[config.mk]
export PLATFORM = sky130hd
export DESIGN_NAME = maze_carver_flat
export DESIGN_NICKNAME = d
export VERILOG_FILES = /design/src/rtl/maze_carver_if.sv /design/src/rtl/maze_carver.sv /design/src/flat_wrapper.sv
export SDC_FILE = /design/constraint.sdc
export NUM_CORES = 2
export LEC_CHECK = 0
export CORE_MARGIN = 2
export CORE_UTILIZATION = 40
export CTS_CLUSTER_DIAMETER = 40
export DETAILED_ROUTE_END_ITERATION = 10
export REMOVE_ABC_BUFFERS = 1
export SLEW_MARGIN = 20
export SYNTH_ARGS = -nofsm -noshare
export SYNTH_HDL_FRONTEND = slang
export SYNTH_SLANG_ARGS = --single-unit
[constraint.sdc]
create_clock -name clk -period 7.15 [get_ports clk]
set_input_delay 1.43 -clock clk [delete_from_list [all_inputs] [get_ports clk]]
set_output_delay 1.43 -clock clk [all_outputs]
set_load 0.02 [all_outputs]
[src/rtl/maze_carver_if.sv]
// Game-controller <-> maze carver handshake plus the wall read port.
// step_tick is present only when MAZE_CARVER_ANIMATE_EN is defined.
interface maze_carver_if #(
    parameter int W  = 16,
    parameter int H  = 12,
    parameter int XW = $clog2(W),
    parameter int YW = $clog2(H)
);
    logic          carve;
    logic          finished_carve;
    logic          busy;
    logic [XW-1:0] cur_x;
    logic [YW-1:0] cur_y;
    logic [XW-1:0] rd_x;
    logic [YW-1:0] rd_y;
    logic          rd_wall_e;
    logic          rd_wall_s;
`ifdef MAZE_CARVER_ANIMATE_EN
    logic          step_tick;

    modport master (
        output carve, rd_x, rd_y, step_tick,
        input  finished_carve, busy, cur_x, cur_y, rd_wall_e, rd_wall_s
    );
    modport slave (
        input  carve, rd_x, rd_y, step_tick,
        output finished_carve, busy, cur_x, cur_y, rd_wall_e, rd_wall_s
    );
`else
    modport master (
        output carve, rd_x, rd_y,
        input  finished_carve, busy, cur_x, cur_y, rd_wall_e, rd_wall_s
    );
    modport slave (
        input  carve, rd_x, rd_y,
        output finished_carve, busy, cur_x, cur_y, rd_wall_e, rd_wall_s
    );
`endif
endinterface

[src/rtl/maze_carver.sv]
// Recursive-backtracker maze generator on a W x H grid with a registered wall read port.
// Optional MAZE_CARVER_ANIMATE_EN: WALK advances only on bus.step_tick.
module maze_carver #(
    parameter int          W    = 16,
    parameter int          H    = 12,
    parameter int          XW   = $clog2(W),
    parameter int          YW   = $clog2(H),
    parameter logic [15:0] SEED = 16'hACE1
) (
    input  logic          clk,
    input  logic          rst_n,
    maze_carver_if.slave  bus
);
    localparam int NC = W * H;
    localparam int IW = $clog2(NC);

    typedef enum logic [1:0] {IDLE, INIT, WALK, DONE} state_e;

    state_e                state_q, state_d;
    logic [IW-1:0]         cnt_q, cnt_d;
    logic [IW-1:0]         sp_q, sp_d;
    logic [XW-1:0]         cur_x_q, cur_x_d;
    logic [YW-1:0]         cur_y_q, cur_y_d;
    logic [NC-1:0]         wall_e_q, wall_e_d;
    logic [NC-1:0]         wall_s_q, wall_s_d;
    logic [NC-1:0]         visited_q, visited_d;
    logic [XW+YW-1:0]      stack_q [NC];
    logic [XW+YW-1:0]      stack_d [NC];
    logic [15:0]           lfsr_q, lfsr_d;
    logic                  busy_q, busy_d;
    logic                  fin_q, fin_d;
    logic                  rd_e_q, rd_e_d;
    logic                  rd_s_q, rd_s_d;

    logic [3:0]            cand;
    logic                  found;
    logic [1:0]            dir;
    logic [XW-1:0]         nx;
    logic [YW-1:0]         ny;
    logic                  walk_en;

    function automatic logic [IW-1:0] cidx(input logic [XW-1:0] x, input logic [YW-1:0] y);
        return IW'(int'(y) * W + int'(x));
    endfunction

`ifdef MAZE_CARVER_ANIMATE_EN
    assign walk_en = bus.step_tick;
`else
    assign walk_en = 1'b1;
`endif

    // Neighbour selection: first free direction in N,E,S,W order, rotated to start at lfsr[1:0].
    always_comb begin
        cand    = '0;
        cand[0] = (cur_y_q != '0) && !visited_q[cidx(cur_x_q, cur_y_q - YW'(1))];
        cand[1] = (int'(cur_x_q) < W - 1) && !visited_q[cidx(cur_x_q + XW'(1), cur_y_q)];
        cand[2] = (int'(cur_y_q) < H - 1) && !visited_q[cidx(cur_x_q, cur_y_q + YW'(1))];
        cand[3] = (cur_x_q != '0) && !visited_q[cidx(cur_x_q - XW'(1), cur_y_q)];
        found   = 1'b0;
        dir     = lfsr_q[1:0];
        for (int unsigned k = 0; k < 4; k++) begin
            if (!found && cand[lfsr_q[1:0] + 2'(k)]) begin
                found = 1'b1;
                dir   = lfsr_q[1:0] + 2'(k);
            end
        end
        nx = cur_x_q;
        ny = cur_y_q;
        unique case (dir)
            2'd0:    ny = cur_y_q - YW'(1);
            2'd1:    nx = cur_x_q + XW'(1);
            2'd2:    ny = cur_y_q + YW'(1);
            default: nx = cur_x_q - XW'(1);
        endcase
    end

    always_comb begin
        state_d   = state_q;
        cnt_d     = cnt_q;
        sp_d      = sp_q;
        cur_x_d   = cur_x_q;
        cur_y_d   = cur_y_q;
        wall_e_d  = wall_e_q;
        wall_s_d  = wall_s_q;
        visited_d = visited_q;
        stack_d   = stack_q;
        lfsr_d    = {lfsr_q[14:0], lfsr_q[15] ^ lfsr_q[13] ^ lfsr_q[12] ^ lfsr_q[10]};

        unique case (state_q)
            IDLE: begin
                if (bus.carve) begin
                    state_d = INIT;
                    cnt_d   = '0;
                end
            end
            INIT: begin
                if (!bus.carve) begin
                    state_d = IDLE;
                end else begin
                    wall_e_d[cnt_q]  = 1'b1;
                    wall_s_d[cnt_q]  = 1'b1;
                    visited_d[cnt_q] = 1'b0;
                    if (cnt_q == IW'(NC - 1)) begin
                        cur_x_d      = '0;
                        cur_y_d      = '0;
                        visited_d[0] = 1'b1;
                        sp_d         = '0;
                        state_d      = WALK;
                    end else begin
                        cnt_d = cnt_q + IW'(1);
                    end
                end
            end
            WALK: begin
                if (!bus.carve) begin
                    state_d = IDLE;
                end else if (walk_en) begin
                    if (found) begin
                        // N and W openings live in the neighbour's south/east bit.
                        unique case (dir)
                            2'd0:    wall_s_d[cidx(nx, ny)]           = 1'b0;
                            2'd1:    wall_e_d[cidx(cur_x_q, cur_y_q)] = 1'b0;
                            2'd2:    wall_s_d[cidx(cur_x_q, cur_y_q)] = 1'b0;
                            default: wall_e_d[cidx(nx, ny)]           = 1'b0;
                        endcase
                        stack_d[sp_q]           = {cur_x_q, cur_y_q};
                        sp_d                    = sp_q + IW'(1);
                        visited_d[cidx(nx, ny)] = 1'b1;
                        cur_x_d                 = nx;
                        cur_y_d                 = ny;
                    end else if (sp_q != '0) begin
                        {cur_x_d, cur_y_d} = stack_q[sp_q - IW'(1)];
                        sp_d               = sp_q - IW'(1);
                    end else begin
                        state_d = DONE;
                    end
                end
            end
            default: begin
                if (!bus.carve) state_d = IDLE;
            end
        endcase

        busy_d = (state_d == INIT) || (state_d == WALK);
        fin_d  = (state_d == DONE);

        if ((int'(bus.rd_x) < W) && (int'(bus.rd_y) < H)) begin
            rd_e_d = wall_e_q[cidx(bus.rd_x, bus.rd_y)];
            rd_s_d = wall_s_q[cidx(bus.rd_x, bus.rd_y)];
        end else begin
            rd_e_d = 1'b1;
            rd_s_d = 1'b1;
        end
    end

    always_ff @(posedge clk or negedge rst_n) begin
        if (!rst_n) begin
            state_q   <= IDLE;
            cnt_q     <= '0;
            sp_q      <= '0;
            cur_x_q   <= '0;
            cur_y_q   <= '0;
            wall_e_q  <= '1;
            wall_s_q  <= '1;
            visited_q <= '0;
            stack_q   <= '{default: '0};
            lfsr_q    <= SEED;
            busy_q    <= 1'b0;
            fin_q     <= 1'b0;
            rd_e_q    <= 1'b1;
            rd_s_q    <= 1'b1;
        end else begin
            state_q   <= state_d;
            cnt_q     <= cnt_d;
            sp_q      <= sp_d;
            cur_x_q   <= cur_x_d;
            cur_y_q   <= cur_y_d;
            wall_e_q  <= wall_e_d;
            wall_s_q  <= wall_s_d;
            visited_q <= visited_d;
            stack_q   <= stack_d;
            lfsr_q    <= lfsr_d;
            busy_q    <= busy_d;
            fin_q     <= fin_d;
            rd_e_q    <= rd_e_d;
            rd_s_q    <= rd_s_d;
        end
    end

    assign bus.finished_carve = fin_q;
    assign bus.busy           = busy_q;
    assign bus.cur_x          = cur_x_q;
    assign bus.cur_y          = cur_y_q;
    assign bus.rd_wall_e      = rd_e_q;
    assign bus.rd_wall_s      = rd_s_q;
endmodule

[src/flat_wrapper.sv]
// flat-port wrapper written by rule: the top's interface ports become plain ports
module maze_carver_flat 
#(
    parameter int          W    = 16,
    parameter int          H    = 12,
    parameter int          XW   = $clog2(W),
    parameter int          YW   = $clog2(H),
    parameter logic [15:0] SEED = 16'hACE1
)
  (clk, rst_n, bus_carve, bus_rd_x, bus_rd_y, bus_finished_carve, bus_busy, bus_cur_x, bus_cur_y, bus_rd_wall_e, bus_rd_wall_s);
  maze_carver_if #(.W(W), .H(H), .XW(XW), .YW(YW)) bus_i ();
  input  logic clk;
  input  logic rst_n;
  input wire logic [$bits(bus_i.carve)-1:0] bus_carve;
  input wire logic [$bits(bus_i.rd_x)-1:0] bus_rd_x;
  input wire logic [$bits(bus_i.rd_y)-1:0] bus_rd_y;
  output wire logic [$bits(bus_i.finished_carve)-1:0] bus_finished_carve;
  output wire logic [$bits(bus_i.busy)-1:0] bus_busy;
  output wire logic [$bits(bus_i.cur_x)-1:0] bus_cur_x;
  output wire logic [$bits(bus_i.cur_y)-1:0] bus_cur_y;
  output wire logic [$bits(bus_i.rd_wall_e)-1:0] bus_rd_wall_e;
  output wire logic [$bits(bus_i.rd_wall_s)-1:0] bus_rd_wall_s;
  assign bus_i.carve = bus_carve;
  assign bus_i.rd_x = bus_rd_x;
  assign bus_i.rd_y = bus_rd_y;
  assign bus_finished_carve = bus_i.finished_carve;
  assign bus_busy = bus_i.busy;
  assign bus_cur_x = bus_i.cur_x;
  assign bus_cur_y = bus_i.cur_y;
  assign bus_rd_wall_e = bus_i.rd_wall_e;
  assign bus_rd_wall_s = bus_i.rd_wall_s;
  maze_carver #(.W(W), .H(H), .XW(XW), .YW(YW), .SEED(SEED)) u_core (.clk(clk), .rst_n(rst_n), .bus(bus_i));
endmodule
# Yosys cells after proc, flatten, opt, wreduce, memory -nomap -nowiden
# Cells that the tools add are included.
# totals
reg_bits	2158
in_bits	11
output_inout_bits	12
word_cells	395
# classes
n_addsub	17
n_lt_le_gt_ge	21
n_eq_ne	17
muxes	86
bitwise	16
n_reduce_logical	33
# op_table
cell	n
$pmux W192 S2	5
$mux W192	9
$bwmux W1536	1
$and A192 B192 Y192	5
$not A192 Y192	3
$or A192 B192 Y192	3
$mux W8	11
$lt A8 B9 Y1 const B	8
$bmux W8 S8	1
$demux W8 S8	1
$add A8 B4 Y8	7
$bmux W1 S8	6
$mux W4	8
$pmux W4 S2	4
$pmux W8 S2	2
$demux W1 S8	3
$ge A8 B1 Y1 const B	3
$mux W1	20
$mux W2	10
$ge A9 B9 Y1 const B	2
$not A8 Y9	2
$add A8 B1 Y8 const B	2
$reduce_and A5 Y1	3
$lt A2 B3 Y1 const B	4
other kinds (27)	67

# Depth between registers and ports, before layout
# depth
word_depth	32
ltp_mapped	28
depth_no_buf	15

# Least setup slack after synthesis
# Ideal clock, no wire load.
# synth_timing
path_kind	register to register
from	register u_core.cur_x_q[0], in the netlist u_core.bus.cur_x[0]
to	register u_core.wall_e_q[67]
setup_ns	0.092
arrival_time_ns	6.495
required_ns	7.058
path_slack_ns	0.563
path_stages_with_launch	28
path_buffers	12
period_less_slack_ns	6.587
path_cell_list	dfrtp_1 > buf_2 > buf_2 > inv_2 > clkbuf_1 > clkbuf_1 > clkbuf_1 > ha_1 > buf_4 > inv_4 > buf_6 > buf_2 > mux4_2 > mux4_2 > o22ai_1 > a31oi_2 > a211oi_1 > o22ai_1 > a22o_2 > nor2_8 > buf_6 > buf_6 > mux2_2 > nor2_2 > buf_2 > and3_1 > buf_2 > a22oi_1
# synth_via
elab_chain_len	32
word_cells_on_any_way	74
classes_between	add/sub (8); order compare (5); eq/ne (4); mux (33); bitwise (4); reduce/logical (20)
# synth_rtl
item	line_no	rtl
start, declared	maze_carver.sv:22	logic [XW-1:0] cur_x_q, cur_x_d;
start signal, assigned	maze_carver.sv:176	cur_x_q <= cur_x_d;
$add A4 B1 Y4 / $sub A4 B1 Y4 (equally long branches)	n/a	
$add A8 B4 Y8	maze_carver.sv:43	return IW'(int'(y) * W + int'(x));
$bmux W1 S8 (on tied branches)	maze_carver.sv:56, maze_carver.sv:58	
$mux W1 (on tied branches)	maze_carver.sv:56, maze_carver.sv:58	
$logic_not A1 Y1 (on tied branches)	maze_carver.sv:56, maze_carver.sv:58	
$logic_and A1 B1 Y1 (on tied branches)	maze_carver.sv:56, maze_carver.sv:58	
$bmux W1 S2	maze_carver.sv:62	if (!found && cand[lfsr_q[1:0] + 2'(k)]) begin
$mux W1 (implied by the code)	maze_carver.sv:62	
(+16 left out)	n/a	
$mux W1 (implied by the code)	maze_carver.sv:124	default: wall_e_d[cidx(nx, ny)] = 1'b0;
$demux W1 S8	n/a	
$not A192 Y192 (no line)	n/a	
$and A192 B192 Y192 (no line)	n/a	
$pmux W192 S2	maze_carver.sv:120	unique case (dir)
$mux W192	maze_carver.sv:118	if (found) begin
$mux W192	maze_carver.sv:115	if (!bus.carve) begin
$pmux W192 S2	maze_carver.sv:89	unique case (state_q)
end signal, assigned	maze_carver.sv:178	wall_e_q <= wall_e_d;
end, declared	maze_carver.sv:24	logic [NC-1:0] wall_e_q, wall_e_d;
# Several ways; a longest one is shown, not always the timed one. The select of a mux whose other input is x is not followed.
# A chain may end at the register's enable or synchronous reset.

# Final worst setup path
# layout_timing
from	register u_core.cur_x_q[1], in the netlist u_core.bus.cur_x[1]
to	register u_core.wall_s_q[38]
# layout_via
elab_chain_len	32
word_cells_on_any_way	74
classes_between	add/sub (8); order compare (5); eq/ne (4); mux (33); bitwise (4); reduce/logical (20)
# layout_rtl
item	line_no	rtl
$add A4 B1 Y4 / $sub A4 B1 Y4 (equally long branches)	n/a	
$add A8 B4 Y8	maze_carver.sv:43	
$bmux W1 S8 (on tied branches)	maze_carver.sv:56, maze_carver.sv:58	
$mux W1 (on tied branches)	maze_carver.sv:56, maze_carver.sv:58	
$logic_not A1 Y1 (on tied branches)	maze_carver.sv:56, maze_carver.sv:58	
$logic_and A1 B1 Y1 (on tied branches)	maze_carver.sv:56, maze_carver.sv:58	
$bmux W1 S2	maze_carver.sv:62	
$mux W1 (implied by the code)	maze_carver.sv:62	
(+16 left out)	n/a	
$mux W1 (implied by the code)	maze_carver.sv:121	2'd0: wall_s_d[cidx(nx, ny)] = 1'b0;
$demux W1 S8	n/a	
$not A192 Y192 (no line)	n/a	
$and A192 B192 Y192 (no line)	n/a	
$pmux W192 S2	maze_carver.sv:120	
$mux W192	maze_carver.sv:118	
$mux W192	maze_carver.sv:115	
$pmux W192 S2	maze_carver.sv:89	
end signal, assigned	maze_carver.sv:179	wall_s_q <= wall_s_d;
end, declared	maze_carver.sv:25	logic [NC-1:0] wall_s_q, wall_s_d;
# Several ways; a longest one is shown, not always the timed one. The select of a mux whose other input is x is not followed.

==> flow_metrics.py <==
metrics = {
    "routing": {
        "via_count": 76698,
        "drt_drc_violations_left": 0,
        "routed_via_density": 6.37,
        "drt_iter0_drc": 8879,
        "drt-pass1-iter-count": 7,
        "route.detailed.wl_per_inst_um": 29.9,
        "totalWireLength_mm": 360,
        "antenna_violating_nets_post_route": 0,
    },
    "worst_setup_path": {
        "setup.reg_to_reg.worst_slack_ns": 0.33,
        "critical_path.max_fanout": 24,
        "rr_startpoint": "u_core.bus.cur_x[1]",
        "critPathLaunchType": "register",
        "critical_path_arrival_ns": 7.59,
        "required_time_of_the_critical_path_ns": 7.92,
        "worstSetupPathType": "register to register",
        "r2r-end": "u_core.wall_s_q[38]",
        "worstSetupEndpointType": "register",
        "reg2reg_depth": 15,
    },
    "global_routing": {
        "grt_max_degree": 182,
        "grt_usage_pct": 26.1,
        "grt_antenna_before_repair": 4,
        "global_route_wire_length_before_repair_mm": 536,
        "overflow": 0,
        "first_global_vias": 78747,
    },
    "timing": {
        "post-route-period-util_pct": 95.4,
        "final_period_minus_worst_setup_slack_ns": 6.82,
        "finClkSkew_ns": 0.109,
        "worst_slew_pin_slew_ns": 1.24,
        "timing.max_slew.rel_slack_pct": 17.2,
        "setup_viol_count_final": 0,
        "fmax_ghz": 0.147,
        "slew_viol_final": 0,
        "grt_setup_unrepaired": "no",
        "final-hold-violation-count": 0,
        "fin_setup_tns_ns": 0,
    },
    "placement": {
        "io_buffers": 22,
        "final_weighted_congestion_of_routability_driven_global_placement": 0.957,
        "placed_cells_incl_taps": 11366,
        "dp.final_hpwl_mm": 231,
    },
    "yosys": {
        "synth_top_cell_by_area": "dfrtp_1",
        "synth_simple_gate_area_share_pct": 7.43,
        "asyncSetResetFlopFracSynth_pct": 100,
        "yosysTopAreaCellShare_pct": 41.0,
        "synth-warning-count": 0,
        "post_synth_fa_ha_maj_area_fraction_pct": 0.221,
        "synth-xor-area-share_pct": 0.194,
        "post-synth-top-count-cell": "dfrtp_1",
        "syn_inst": 8328,
        "synth_area_leaders": "dfrtp_1 41%, mux4_2 16%, mux2_2 13%",
        "synth_compound_gate_area_share_pct": 8.57,
        "synthFlopType": "dfrtp_1",
        "yosys_cell_types": 92,
        "ys_seq_elements": 2158,
        "synth_enable_flop_cells": 0,
        "syn_area_per_cell_sq_um": 12.9,
        "commonest_cells_in_the_netlist": "1764 x dfrtp_1, 1256 x mux2_2, 883 x nand2_1",
        "seq_area_frac_synth_pct": 50.7,
        "yosys-mux-area-fraction_pct": 29.8,
        "dominant_combinational_cell_family_by_area_after_synthesis": "multiplexers",
        "synth_area_sq_um": 108000,
    },
    "finish": {
        "area_growth_pct": 15.7,
        "final_util_pct": 46.5,
        "final_net_count": 8209,
        "instances_no_fill": 12035,
        "post_route_cells_drive_above_1_share_pct": 40.8,
        "final.fill_count": 23495,
    },
    "die": {
        "floorplan.die.height_um": 523,
        "io-pin-count": 23,
        "die-area_sq_um": 273000,
        "floorplan.die.width_um": 523,
        "core_area_sq_um": 268000,
        "core.rowCount": 190,
        "start_util_pct": 40.2,
    },
    "cts": {
        "clock_latency_at_the_later_pin_of_the_worst_skew_pair_ns": 0.96,
        "cts_tree": "built",
        "cts_root_buf": "clkbuf_16",
        "cts.sink_count": 2158,
        "cts-htree-levels": 5,
        "holdBufCountCts": 0,
        "tritoncts.num_buffers": 357,
        "clockBufferDepth": 4,
        "clk_pin_slew_worst_paths_ns": 0.06,
    },
    "outcome": {
        "run_status": "complete, no violations",
    },
    "worst_hold_path": {
        "worst_hold_path_type": "register to register",
        "worstHoldEndpoint": "u_core.lfsr_q[9]",
        "timing.hold.worst.start": "u_core.lfsr_q[8]",
        "whs_path_depth": 0,
    },
    "power": {
        "p_sw_share_pct": 24.2,
        "cellLeakagePower_nw": 53.4,
        "power.density_cell_area_nw_per_um2": 255,
        "power_dissipated_by_switching_net_loads_mw": 7.66,
        "p_comb_share_pct": 4.2,
        "vdd.ir_drop.worst_v": 0.000195,
        "power_report.internal_total_mw": 24.0,
        "total_power_mw": 31.7,
        "share_clk_of_total_power_pct": 56.8,
        "sequentialPowerShare_pct": 39.0,
    },
    "run": {
        "max_cap_violations": 0,
    },
}
## placed cells by master (no fill, tap or decap), drive strengths merged, types with 5 or more instances in the layout
cell type / instances
nor4: 9
a21oi: 148
o31ai: 194
o21a: 6
nor3: 33
a31oi: 33
nor2b: 29
o22ai: 75
mux2: 1256
or2: 6
a22oi: 300
mux4: 749
clkinv: 93
buf: 267
bufinv: 43
clkinvlp: 41
dfstp: 394
xor2: 10
a211oi: 29
xnor2: 13
nand3: 161
nand2b: 15
nand2: 885
clkdlybuf4s50: 18
nand4: 228
clkbuf: 441
nor3b: 6
inv: 59
dfrtp: 1764
o21ai: 626
mux2i: 101
o211ai: 8
ha: 19
a2111oi: 5
a22o: 5
nor2: 283
and3: 42
and2: 18
a41oi: 10
## worst max-delay path, cell delays in order, from the launching register on
cell and delay (ns):
dfrtp_4 0.70, inv_2 0.19, ha_4 0.37, inv_4 0.28, buf_4 0.41, mux4_2 0.56
mux4_2 0.48, o22ai_1 0.20, a31oi_2 0.08, a21o_2 0.28, o21ai_2 0.19, o211a_1 0.46
o21ai_4 0.18, nor2_1 0.94, and3_1 1.05, a22oi_1 0.24
## repair_timing
item | 4_1_cts | 5_1_grt
gates resized for setup | 0 | 2
setup endpoints to repair | 0 | 23
setup buffers | 0 | 4
## sequential cells by signal, indices dropped and copies added (netlist names)
register	count
u_core.bus.cur_x	4
u_core.bus.cur_y	4
u_core.bus.rd_wall_e	1
u_core.wall_s_q	192
u_core.wall_e_q	192
u_core.state_q	2
u_core.visited_q	192
u_core.lfsr_q	16
u_core.bus.finished_carve	1
u_core.bus.busy	1
u_core.bus.rd_wall_s	1
u_core.sp_q	8
u_core.cnt_q	8
u_core.stack_q	1536
## metrics by stage
stage          hold WS, ns  cell area [sq um]  setup WS [ns]
2_1_floorplan        0.331             104000         -19.39
3_3_place_gp         0.338             112000          0.330
3_5_place_dp         0.338             112000          0.197
4_1_cts              0.325             124000          0.170
5_1_grt              0.335             124000        0.00272
6_report             0.320             124000          0.329
## final cells by class
type	instances	area [sq um]	area share (%)
diodes	4	10.0	0.00804
clock buffers	441	9750	7.84
clock inverters	218	2920	2.35
inverters	18	71.3	0.0573
multi-input cells	5359	50000	40.2
flip-flops and latches	2158	54500	43.8
well taps	3552	4440	3.57
repair buffers	285	2690	2.16
## power by group through the flow
stage                     clock [mW]  combinational (mW)  sequential (mW)
after CTS                       18.2                1.31             12.4
after global routing            18.8                1.40             12.4
after detailed placement           0                1.30             12.6
after floorplan                    0               0.553             12.6
after global placement             0                1.29             12.5
final                           18.0                1.33             12.4
## cells by family after synthesis
kind of cell / count (synthesis)
buffers and inverters: 811
xor gates and xnor gates: 23
and+or+nand+nor: 1734
muxes: 2106
adders and majority gates: 19
DFF: 2158
AOI/OAI and AO/OA: 1477
## worst max path at each step
stage / from / to / slack, ns / cells past startpoint
finish: u_core.bus.cur_x[1] / u_core.wall_s_q[38] / 0.33 / 15
global route: u_core.bus.cur_x[1] / u_core.visited_q[62] / 0.003 / 16
detailed placement: u_core.bus.cur_x[1] / u_core.wall_e_q[116] / 0.20 / 17
CTS: u_core.bus.cur_x[1] / u_core.wall_e_q[81] / 0.17 / 17
floorplan: u_core.sp_q[0] / u_core.bus.cur_x[2] / -19.39 / 12
global placement: u_core.bus.cur_x[1] / u_core.wall_e_q[115] / 0.33 / 17
## layer usage
layer  wire (um)  vias up  global-route usage (%)
met2      162000     4122                    39.5
met3       33000     1072                    6.28
met1      142000    40336                    34.6
met4       23100        2                    14.7
met5          13        -                       0
li1            -    31166                       -
(Power assumes the default switching activity.)
